[src/rtl/vga_timing_pkg.sv]
// Shared VGA 640x480@60 timing constants and coordinate types.
// Imported by vga_axis_cnt and vga_timing_gen.
package vga_timing_pkg;

  localparam int VGA_CW = 10;
  localparam int VGA_MAX_TOTAL = 1 << VGA_CW;

  localparam int VGA_H_ACTIVE = 640;
  localparam int VGA_H_FP     = 16;
  localparam int VGA_H_SYNC   = 96;
  localparam int VGA_H_BP     = 48;

  localparam int VGA_V_ACTIVE = 480;
  localparam int VGA_V_FP     = 10;
  localparam int VGA_V_SYNC   = 2;
  localparam int VGA_V_BP     = 33;

  localparam int VGA_H_TOTAL =
    VGA_H_ACTIVE + VGA_H_FP + VGA_H_SYNC + VGA_H_BP;
  localparam int VGA_V_TOTAL =
    VGA_V_ACTIVE + VGA_V_FP + VGA_V_SYNC + VGA_V_BP;

  typedef logic [VGA_CW-1:0] coord_t;
  // One bit wider so totals up to 1024 are representable.
  typedef logic [VGA_CW:0]   span_t;

endpackage

[src/rtl/vga_axis_cnt.sv]
// One raster axis: wrapping counter plus next-state sync/active decode.
// Ports: clk, rst (sync, active-high), inc, total, sync_start,
// sync_end, active_len -> cnt, wrap, sync_n (next), active (next).
module vga_axis_cnt
  import vga_timing_pkg::*;
(
  input  logic   clk,
  input  logic   rst,
  input  logic   inc,
  input  span_t  total,
  input  span_t  sync_start,
  input  span_t  sync_end,
  input  span_t  active_len,
  output coord_t cnt,
  output logic   wrap,
  output logic   sync_n,
  output logic   active
);

  coord_t cnt_q, cnt_d;
  span_t  cur_e, nxt_e, last;

  assign last  = total - span_t'(1);
  assign cur_e = {1'b0, cnt_q};
  assign wrap  = inc && (cur_e == last);

  always_comb begin
    cnt_d = cnt_q;
    if (wrap)
      cnt_d = '0;
    else if (inc)
      cnt_d = cnt_q + coord_t'(1);
  end

  // Decode from the next count so the top can register it alongside.
  assign nxt_e  = {1'b0, cnt_d};
  assign sync_n = ~((nxt_e >= sync_start) && (nxt_e < sync_end));
  assign active = nxt_e < active_len;

  always_ff @(posedge clk) begin
    if (rst)
      cnt_q <= '0;
    else
      cnt_q <= cnt_d;
  end

  assign cnt = cnt_q;

endmodule

[src/rtl/vga_timing_gen.sv]
// Free-running VGA raster timing: x/y, blank, sync, line/frame pulses.
// Ports: clk, rst -> x, y, active_pixels, hsync, vsync, line_start,
// frame_start, frame_cnt. Macro VGA_PIX_DIV2_EN: pixel tick = clk/2.
module vga_timing_gen
  import vga_timing_pkg::*;
#(
  parameter int H_ACTIVE = VGA_H_ACTIVE,
  parameter int H_FP     = VGA_H_FP,
  parameter int H_SYNC   = VGA_H_SYNC,
  parameter int H_BP     = VGA_H_BP,
  parameter int V_ACTIVE = VGA_V_ACTIVE,
  parameter int V_FP     = VGA_V_FP,
  parameter int V_SYNC   = VGA_V_SYNC,
  parameter int V_BP     = VGA_V_BP
) (
  input  logic              clk,
  input  logic              rst,
  output logic [VGA_CW-1:0] x,
  output logic [VGA_CW-1:0] y,
  output logic              active_pixels,
  output logic              hsync,
  output logic              vsync,
  output logic              line_start,
  output logic              frame_start,
  output logic [7:0]        frame_cnt
);

  localparam int H_TOT = H_ACTIVE + H_FP + H_SYNC + H_BP;
  localparam int V_TOT = V_ACTIVE + V_FP + V_SYNC + V_BP;

  if (H_TOT > VGA_MAX_TOTAL) begin : g_h_chk
    $error("vga_timing_gen: H_TOTAL exceeds 1024");
  end
  if (V_TOT > VGA_MAX_TOTAL) begin : g_v_chk
    $error("vga_timing_gen: V_TOTAL exceeds 1024");
  end

  localparam span_t H_TOT_S = span_t'(H_TOT);
  localparam span_t H_SS    = span_t'(H_ACTIVE + H_FP);
  localparam span_t H_SE    = span_t'(H_ACTIVE + H_FP + H_SYNC);
  localparam span_t H_ACT_S = span_t'(H_ACTIVE);
  localparam span_t V_TOT_S = span_t'(V_TOT);
  localparam span_t V_SS    = span_t'(V_ACTIVE + V_FP);
  localparam span_t V_SE    = span_t'(V_ACTIVE + V_FP + V_SYNC);
  localparam span_t V_ACT_S = span_t'(V_ACTIVE);

  logic pix_en;

`ifdef VGA_PIX_DIV2_EN
  logic tog_q;

  // Counters move only on edges where the toggle reads 1.
  always_ff @(posedge clk) begin
    if (rst)
      tog_q <= 1'b0;
    else
      tog_q <= ~tog_q;
  end

  assign pix_en = tog_q;
`else
  assign pix_en = 1'b1;
`endif

  coord_t h_cnt, v_cnt;
  logic   h_wrap, h_sync_n, h_act;
  logic   v_wrap, v_sync_n, v_act;
  logic   v_inc;

  assign v_inc = pix_en & h_wrap;

  vga_axis_cnt u_h (
    .clk        (clk),
    .rst        (rst),
    .inc        (pix_en),
    .total      (H_TOT_S),
    .sync_start (H_SS),
    .sync_end   (H_SE),
    .active_len (H_ACT_S),
    .cnt        (h_cnt),
    .wrap       (h_wrap),
    .sync_n     (h_sync_n),
    .active     (h_act)
  );

  vga_axis_cnt u_v (
    .clk        (clk),
    .rst        (rst),
    .inc        (v_inc),
    .total      (V_TOT_S),
    .sync_start (V_SS),
    .sync_end   (V_SE),
    .active_len (V_ACT_S),
    .cnt        (v_cnt),
    .wrap       (v_wrap),
    .sync_n     (v_sync_n),
    .active     (v_act)
  );

  logic       act_q, hs_q, vs_q, ls_q, fs_q;
  logic [7:0] fc_q, fc_d;

  // v_wrap already implies h_wrap, so it marks the (0,0) wrap.
  assign fc_d = v_wrap ? fc_q + 8'd1 : fc_q;

  always_ff @(posedge clk) begin
    if (rst) begin
      act_q <= 1'b1;
      hs_q  <= 1'b1;
      vs_q  <= 1'b1;
      ls_q  <= 1'b0;
      fs_q  <= 1'b0;
      fc_q  <= 8'd0;
    end else begin
      act_q <= h_act & v_act;
      hs_q  <= h_sync_n;
      vs_q  <= v_sync_n;
      ls_q  <= h_wrap;
      fs_q  <= v_wrap;
      fc_q  <= fc_d;
    end
  end

  assign x             = h_cnt;
  assign y             = v_cnt;
  assign active_pixels = act_q;
  assign hsync         = hs_q;
  assign vsync         = vs_q;
  assign line_start    = ls_q;
  assign frame_start   = fs_q;
  assign frame_cnt     = fc_q;

endmodule

[config.mk]
export PLATFORM = sky130hd
export DESIGN_NAME = vga_timing_gen
export DESIGN_NICKNAME = d
export VERILOG_FILES = /design/src/rtl/vga_timing_pkg.sv /design/src/rtl/vga_axis_cnt.sv /design/src/rtl/vga_timing_gen.sv
export SDC_FILE = /design/constraint.sdc
export NUM_CORES = 1
export LEC_CHECK = 0
export ABC_AREA = 0
export CAP_MARGIN = 20
export CORE_ASPECT_RATIO = 0.9
export CORE_MARGIN = 2
export CORE_UTILIZATION = 54
export CTS_CLUSTER_SIZE = 24
export DETAILED_ROUTE_END_ITERATION = 10
export GPL_ROUTABILITY_DRIVEN = 0
export GPL_TIMING_DRIVEN = 0
export PLACE_DENSITY = 0.84
export SLEW_MARGIN = 20
export SYNTH_ARGS = -nofsm -noshare
export SYNTH_HDL_FRONTEND = slang
export SYNTH_SLANG_ARGS = --single-unit
[constraint.sdc]
create_clock -name clk -period 3.4 [get_ports clk]
set_input_delay 0.85 -clock clk [delete_from_list [all_inputs] [get_ports clk]]
set_output_delay 0.85 -clock clk [all_outputs]
set_load 0.01 [all_outputs]
==> run metrics <==
FMAX=around 0.42 GHz; GRT Residual Overflow=0; Max-slew headroom=58.8%; Critical R2R Launch=u_h.cnt[0]$_SDFF_PP0_; Slowest cell on crit path=clkdlybuf4s50_1; fin nets=approximately 230; crit end category=flop; Area Growth Syn to Fin=27.1%; Clock Pin Slew Worst Setup and Hold Paths=0.09 ns; # DRC=0; R2R Setup Slk=between 1 and 1.5 ns; GRT Total Usage=22.0%; dominant cell type by area after synthesis=dfxtp_1; CTS max path bufs=2; CTS tree=done; fill count=251; most frequent cells after synthesis=33 x dfxtp_1, 23 x nor2_1, 15 x nand2_1, 13 x xnor2_1, 10 x nand3_1; critical path arrival=2.58 ns; asr flop ratio synth=0%; Setup Buffers After CTS=0; top_reg_cell synth=dfxtp_1; worst-margin pin slew=0.615 ns; synthesized area per cell=8.89 um^2; #FFs+latches synth=33; initial core utilization=55.2%; Final WS setup=1.04 ns; status=complete, no violations; first-pass GRT wire length=between 5 and 6 mm; Routed Antenna Nets=0; Peak supply drop=between 0.2 and 0.3 mV; post-cts repair resize count=0; worst-case hold path end point=frame_cnt[1]$_SDFFE_PP0P_; ratio of cells with drive above 1 in the final layout=between 8 and 9%; vias in the first global route=~1,400; largest cells by area after synthesis=dfxtp_1 40%, xnor2_1 6.9%, nor2_1 5.2%; Post-Synthesis Cells=186; Core Rows=19; setup TNS=0 ns; Pwr Density=310 nW/um^2; number of buffers created by CTS=5; Diodes inserted=0; Vias/cell=5.55; min-delay src=frame_cnt[1]$_SDFFE_PP0P_; number of primary I/O pins=35; leakage power=0.689 nW; count of final setup violators=0; Port Buf Inserts=34; chip width=between 60 and 70 um; Post-Route WL=roughly 3.5 mm; top-count cell post-synth=dfxtp_1; largest net degree at the start of global routing=11; final core occ=70.1%; RR Endpoint=active_pixels$_SDFF_PP1_; Register-to-Register Path Depth=6; Critical Path RT=3.62 ns; htree depth=2; DP Wirelength=2.57 mm; Root Driver=clkbuf_4; worst clock skew=0.00799 ns; initial antenna violation count=0; EDFF count, synth=0; post-route minimum period=between 2 and 2.5 ns; clk_lat worst skew=0.34 ns; Max-cap violations=0; DR vias=1,494; core area=3000 um^2; DIE HEIGHT=56.5 um; Clock Sinks=33; Crit Path Max Fanout=6; fin. max-slew vios=0; DR pass1 iterations=4; Synth top area share=40.0%; Syn Nets=between 150 and 200; mapped cell area=1650 um^2; CP Cell Sequence=clkdlybuf4s50_1, or3b_2, o41ai_1, a41o_1, a21boi_0, a211oi_2; RSZ-0062 raised after global routing=false; Startpoint Class=input pin; Initial DRC Count=59; Ys Warns=0; DR WL/cell=13.1 um; post-synth cell types=46; Worst Hold Depth=2; area of the die=3520 um^2; Setup WS pre-CTS=0.674 ns; crit path kind=in2reg; Final period util=69.5%; max incr delay on CP=0.47 ns; Hold Path Class=reg2reg; sequential share of the synthesized area=40.0%; final hold vios=0; Hold-fix buffers, CTS=0
kinds of logic (layout without fill, tap and decap cells):
family | count (synthesis) | count (layout) | synth area share, %
compound gates | 23 | 23 | 10.2
xor+xnor | 21 | 21 | 11.1
simple gates | 89 | 89 | 31.5
fa+ha+maj | 4 | 4 | 3.03
buf+inv | 16 | 57 | 4.16
flops | 33 | 33 | 40.0
final cells by class:
| class | count | area (um^2) | area share (%) |
|---|---|---|---|
| Multi-Input combinational cell | 137 | 923 | 44.0 |
| Timing Repair Buffer | 34 | 340 | 16.2 |
| Sequential cell | 33 | 661 | 31.4 |
| Clock buffer | 7 | 55.1 | 2.62 |
| Inverter | 7 | 26.3 | 1.25 |
| Tap cell | 42 | 52.6 | 2.50 |
| Buffer | 9 | 42.5 | 2.03 |
cells in the final DEF, fill, tap and decap left out, types with 4 or more instances in the layout:
cell type / synthesis / layout
clkbuf_4: 0 / 5
nand3_1: 10 / 10
ha_1: 4 / 4
inv_1: 7 / 7
nor2_1: 23 / 23
xnor2_1: 13 / 13
dfxtp_1: 33 / 33
clkdlybuf4s50_1: 0 / 34
xor2_1: 8 / 8
nand4_1: 5 / 5
clkbuf_1: 6 / 7
nand2_1: 15 / 15
nor3_1: 8 / 8
a21oi_1: 4 / 4
worst max-delay path: cells and delay by family:
| kind | cells | cell delay [ns] |
|---|---|---|
| simple gates | 1 | 0.47 |
| compound gates | 4 | 0.79 |
| buf+inv | 1 | 0.47 |
registers in the layout (all words and copies together) (netlist names):
signal         count
active_pixels      1
frame_cnt          8
frame_start        1
hsync              1
line_start         1
u_h.cnt           10
u_v.cnt           10
vsync              1
per-layer routing:
layer	GRT usage, %	routed length (um)	vias up
met1	27.5	1550	692
met5	0	0	-
met2	33.5	1680	49
met4	9.52	65	0
li1	-	-	745
met3	9.02	244	8
where the power goes:
| group | internal [W] | switching [W] | leakage (nW) |
|---|---|---|---|
| Clock | 0.0000975 | 0.000126 | 0.0314 |
| Combinational | 0.0000138 | 0.0000160 | 0.391 |
| Sequential | 0.000390 | 0.00000654 | 0.267 |
| Total | 0.000502 | 0.000149 | 0.689 |
stage by stage:
step	cells	instance area, um^2	power [W]	hold WS [ns]
after global routing	269	2100	0.000682	0.571
final	269	2100	0.000650	0.522
after floorplan	186	1650	0.000420	0.526
after detailed placement	262	2050	0.000436	0.515
after global placement	262	2050	0.000434	0.496
after CTS	269	2100	0.000658	0.532
how the worst max path moves through the flow:
| stage | cells after the start | end | slack, ns | start |
|---|---|---|---|---|
| final | 6 | active_pixels$_SDFF_PP1_ | 1.04 | rst |
| after global routing | 6 | active_pixels$_SDFF_PP1_ | 0.89 | u_h.cnt[0]$_SDFF_PP0_ |
| after CTS | 6 | active_pixels$_SDFF_PP1_ | 1.04 | rst |
| after detailed placement | 6 | active_pixels$_SDFF_PP1_ | 0.67 | rst |
| after global placement | 6 | active_pixels$_SDFF_PP1_ | 0.71 | rst |
| after floorplan | 7 | active_pixels$_SDFF_PP1_ | 1.22 | u_h.cnt[0]$_SDFF_PP0_ |
No activity file was read; power rests on OpenSTA's default activity.
==> patch 1 (same flow settings) <==
Set the package constant `VGA_CW` to 11 (it was 10).
--- a/src/rtl/vga_timing_pkg.sv
+++ b/src/rtl/vga_timing_pkg.sv
@@ -4,3 +4,3 @@
 
-  localparam int VGA_CW = 10;
+  localparam int VGA_CW = 11;
   localparam int VGA_MAX_TOTAL = 1 << VGA_CW;
Ports: changed (resized x and y); port bits go from 35 to 37. The function was not compared with the original's and may differ.
==> patch 1 against the unedited design <==
- total power rose by 15%
- worst setup slack got worse by 0.29 ns
- global-route usage rose by 1.5 points
- core utilization rose by 3.4 points
- routed wire length rose by 18%
- final area rose by 9.0%
- synthesized area rose by 8.9%
- via count rose by 14%
- sequential cell count rose by 2
- critical endpoint is now vsync$_SDFF_PP1_
==> patch 1: results (changes against the unedited design) <==
* Worst hold start: u_h.cnt[0]$_SDFF_PP0_ (was frame_cnt[1]$_SDFFE_PP0P_)
* Post-Place Cells at 290 (was 262)
* Sw power at 0.1652 mW (was 0.1489 mW)
* Initial drt markers at 107 (was 59)
* Worst-path fanout max at 8 (was 6)
* Detailed Route WL at 4168 um (was 3537 um)
* Multi-input logic area at 1016 um^2 (was 923.4 um^2)
* Clock skew at 0.009189 ns (was 0.007994 ns)
* Met2 usage at 33.73% (was 33.54%)
* Slew margin rel. at 63.31% (was 58.75%)
* Non-CTS inverters at 4 (was 7)
* Peak supply drop at 0.2497 mV (was 0.2565 mV)
* Area delta synth->final at 27.26% (was 27.10%)
* Worst slack, placed at 0.8003 ns (was 0.6738 ns)
* Commonest cells in the synthesized netlist: dfxtp_1, nor2_1, nand2_1, xor2_1 (was dfxtp_1, nor2_1, nand2_1, xnor2_1, nand3_1)
* DPL Wire Length at 3005 um (was 2570 um)
* Run status: finished, final reports clean (unchanged)
* Delay-heaviest family, CP: simple AND/OR/NAND/NOR gates (was compound AO/OA/AOI/OAI gates)
* NonClk Buf Share at 18.25% (was 18.23%)
* Hold WS at 0.5286 ns (was 0.5221 ns)
* Reg2reg end: vsync$_SDFF_PP1_ (was active_pixels$_SDFF_PP1_)
* Clock-cell share at 3.825% (was 2.621%)
* Hold Crit Depth at 1 (was 2)
* Total track usage at 23.44% (was 21.98%)
* Bufs w/o clock at 48 (was 43)
* Critical R2R Launch: u_h.cnt[6]$_SDFF_PP0_ (was u_h.cnt[0]$_SDFF_PP0_)
* Critical-path top delay cell: or4_4 (was clkdlybuf4s50_1)
* Worst-skew pair later-pin latency at 0.30 ns (was 0.34 ns)
* Synth Net Count at 219 (was 192)
* Arr. time, crit path at 2.83 ns (was 2.58 ns)
* Worst hold endpoint: u_h.cnt[0]$_SDFF_PP0_ (was frame_cnt[1]$_SDFFE_PP0P_)
* Avg WL per Cell at 14.03 um (was 13.15 um)
* Largest cells by area after synthesis: dfxtp_1, xor2_1, nor2_1, xnor2_1, nand2_1 (was dfxtp_1, xnor2_1, nor2_1, xor2_1, nand2_1)
* Reg clk slew, reported paths at 0.07 ns (was 0.09 ns)
* Comb_multi_in at 161 (was 137)
* Vias in the first global route at 1,405 (was 1,376)
* Synthesized instance count at 213 (was 186)
* Storage cell area at 700.7 um^2 (was 660.6 um^2)
* Seq/Total Area, Yosys at 38.94% (was 39.97%)
## patch 1: worst max path at each step
stage	slack [ns]	depth (start not counted)	endpoint	from
floorplan	1.06	8	active_pixels$_SDFF_PP1_	u_h.cnt[5]$_SDFF_PP0_
global placement	0.84	7	vsync$_SDFF_PP1_	u_h.cnt[6]$_SDFF_PP0_
detailed placement	0.80	7	vsync$_SDFF_PP1_	u_h.cnt[6]$_SDFF_PP0_
CTS	0.79	7	vsync$_SDFF_PP1_	u_h.cnt[6]$_SDFF_PP0_
global route	0.65	7	vsync$_SDFF_PP1_	u_h.cnt[0]$_SDFF_PP0_
finish	0.74	7	vsync$_SDFF_PP1_	u_h.cnt[6]$_SDFF_PP0_
## patch 1: cells by family (layout without fill, tap and decap cells)
family	after synthesis	after routing	share of synthesized area, %
multiplexers	3	3	1.669
XOR/XNOR	25	25	12.17
AND/OR/NAND/NOR	107	107	31.85
buffers and inverters	17	59	4.589
AO/OA/AOI/OAI	22	22	7.997
adder cells (fa/ha/maj)	4	4	2.782
flip-flops	35	35	38.94
## patch 1: layer usage
metal / wire length, um / part of all wire (%)
met5: 0 / 0
met4: 102 / 2.4
met3: 265 / 6.4
met2: 1811 / 43
met1: 1989 / 48
## patch 1: power groups by stage
| stage | Combinational (mW) | Sequential (mW) | Clock [mW] |
|---|---|---|---|
| 5_1_grt | 0.0245 | 0.417 | 0.325 |
| 4_1_cts | 0.0230 | 0.416 | 0.307 |
| 2_1_floorplan | 0.0108 | 0.427 | 0 |
| 6_report | 0.0226 | 0.417 | 0.308 |
| 3_5_place_dp | 0.0230 | 0.426 | 0 |
| 3_3_place_gp | 0.0216 | 0.426 | 0 |
==> patch 2 (config.mk and constraints unchanged) <==
Without the edit above. `fc_q` no longer has a reset.
--- a/src/rtl/vga_timing_gen.sv
+++ b/src/rtl/vga_timing_gen.sv
@@ -112,3 +112,2 @@
       fs_q  <= 1'b0;
-      fc_q  <= 8'd0;
     end else begin
@@ -119,4 +118,7 @@
       fs_q  <= v_wrap;
-      fc_q  <= fc_d;
     end
+  end
+
+  always_ff @(posedge clk) begin
+    fc_q <= fc_d;
   end
Formal check against the unedited RTL: no difference found for any inputs over 10 cycles, from zero or initial values and one cycle with rst high; that may be too few to reach the edited logic, so the function may still have changed.
==> patch 2 against the unedited design <==
- worst setup slack got worse by 0.24 ns
- first-iteration DRC count decreased by 3.4%
- maximum frequency decreased by 9.3%
- routed wire length increased by 5.1%
- count of clock-buffer cells in the layout decreased by 2
- synthesized area increased by 2.4%
- total power increased by 22%
- register-to-register slack got worse by 0.34 ns
- non-clock buffer count increased by 4
- final area increased by 4.2%
- sequential cell count unchanged
- critical path type is now reg -> reg
==> patch 2: results (changes against the unedited design) <==
* Placed Area at 2086 um^2 (was 2046 um^2)
* Detailed Route WL at 3718 um (was 3537 um)
* Share of post-route cells with drive strength above 1 at 10.36% (was 8.811%)
* Synth Net Count at 186 (was 192)
* DPL Wire Length at 2668 um (was 2570 um)
* Worst-path fanout max at 10 (was 6)
* Slew margin rel. at 56.45% (was 58.75%)
* Root Driver: clkbuf_4 (unchanged)
* First-pass GRT wire length at 6182 um (was 5961 um)
* Met2 wire len at 1790 um (was 1675 um)
* P_int at 0.6395 mW (was 0.5016 mW)
* Met2 usage at 37.39% (was 33.54%)
* Hold_buf cts at 0 (unchanged)
* Synth Area in XOR/XNOR at 11.38% (was 11.13%)
* GRT met3 Usage at 5.325% (was 9.018%)
* Port Buffers at 34 (unchanged)
* Fillers at 244 (was 251)
* Area delta synth->final at 29.27% (was 27.10%)
* Routed vias at 1,511 (was 1,494)
* Commonest cells in the synthesized netlist: dfxtp_1, nor2_1, xnor2_1, nand2_1, nor3_1 (was dfxtp_1, nor2_1, nand2_1, xnor2_1, nand3_1)
* Post-synth EDFFs at 8 (was 0)
* Met3 Wirelength at 189 um (was 244 um)
* Met1 Routed Length at 1662 um (was 1551 um)
* Run status: finished, final reports clean (unchanged)
* Finished Layout Cells at 264 (was 269)
* Initial drt markers at 57 (was 59)
* Seq/Total Area, Yosys at 43.75% (was 39.97%)
* Leakage at 0.7575 nW (was 0.6886 nW)
* Sequential fraction of design power at 51.3% (was 61.0%)
* Largest cells by area after synthesis: dfxtp_1, edfxtp_1, xnor2_1, nor2_1, xor2_1 (was dfxtp_1, xnor2_1, nor2_1, xor2_1, nand2_1)
* Synth Area in Compound Gates at 9.978% (was 10.22%)
* Fin nets at 227 (was 233)
* Syn Area/Cell at 9.405 um^2 (was 8.886 um^2)
* Ys flop type: dfxtp_1 (unchanged)
* Worst slack, placed at 0.8516 ns (was 0.6738 ns)
* Worst-skew pair later-pin latency at between 0.3 and 0.4 ns
* Vias in the first global route at 1,383 (was 1,376)
* Clock skew at 0.004329 ns (was 0.007994 ns)
* Netlist cell types at 44 (was 46)
* Inserted Diodes at 0 (unchanged)
* Largest net degree at the start of global routing at 12 (was 11)
* Adder-Cell Fraction of Synth Area at 2.956% (was 3.028%)
* Arr. time, crit path at 2.83 ns (was 2.58 ns)
* Peak supply drop at 0.2530 mV (was 0.2565 mV)
* Met1 usage at 27.26% (was 27.50%)
* Total track usage at 22.25% (was 21.98%)
-- patch 2: path summary, 6_finish.rpt --
path / from / end / slack [ns] / depth (start not counted)
setup / recovery: u_h.cnt[0]$_SDFF_PP0_ / vsync$_SDFF_PP1_ / 0.79 / 7
setup reg to reg: u_h.cnt[0]$_SDFF_PP0_ / vsync$_SDFF_PP1_ / 0.79 / 7
hold reg to reg: u_h.cnt[0]$_SDFF_PP0_ / u_h.cnt[0]$_SDFF_PP0_ / 0.57 / 1
hold / removal: u_h.cnt[0]$_SDFF_PP0_ / u_h.cnt[0]$_SDFF_PP0_ / 0.57 / 1
-- patch 2: worst max-delay path, stage by stage, from the launching register on --
cell	delay, ns
dfxtp_1	0.44
ha_1	0.24
and4_1	0.23
buf_6	0.15
and4_1	0.24
clkbuf_1	0.43
a31oi_1	0.18
or4_1	0.55
-- patch 2: final cells by class --
| cell class | instances | share of cell area [%] |
|---|---|---|
| Multi-Input combinational cell | 129 | 39.62 |
| Sequential cell | 33 | 33.85 |
| Timing Repair Buffer | 34 | 15.55 |
| Buffer | 13 | 3.030 |
| Clock inverter | 3 | 2.973 |
| Tap cell | 42 | 2.401 |
| Clock buffer | 5 | 1.715 |
| Inverter | 5 | 0.8576 |
-- patch 2: cell families after synthesis --
logic type | Yosys count
simple gates | 79
flops | 33
compound gates | 24
xor+xnor | 22
buf+inv | 18
fa+ha+maj | 4
-- patch 2: power groups by stage --
stage          combinational [mW]  clock [mW]  sequential, mW
5_1_grt                    0.0209       0.385           0.408
3_5_place_dp               0.0196           0           0.416
4_1_cts                    0.0196       0.371           0.407
2_1_floorplan             0.00826           0           0.416
3_3_place_gp               0.0192           0           0.416
6_report                   0.0196       0.367           0.407
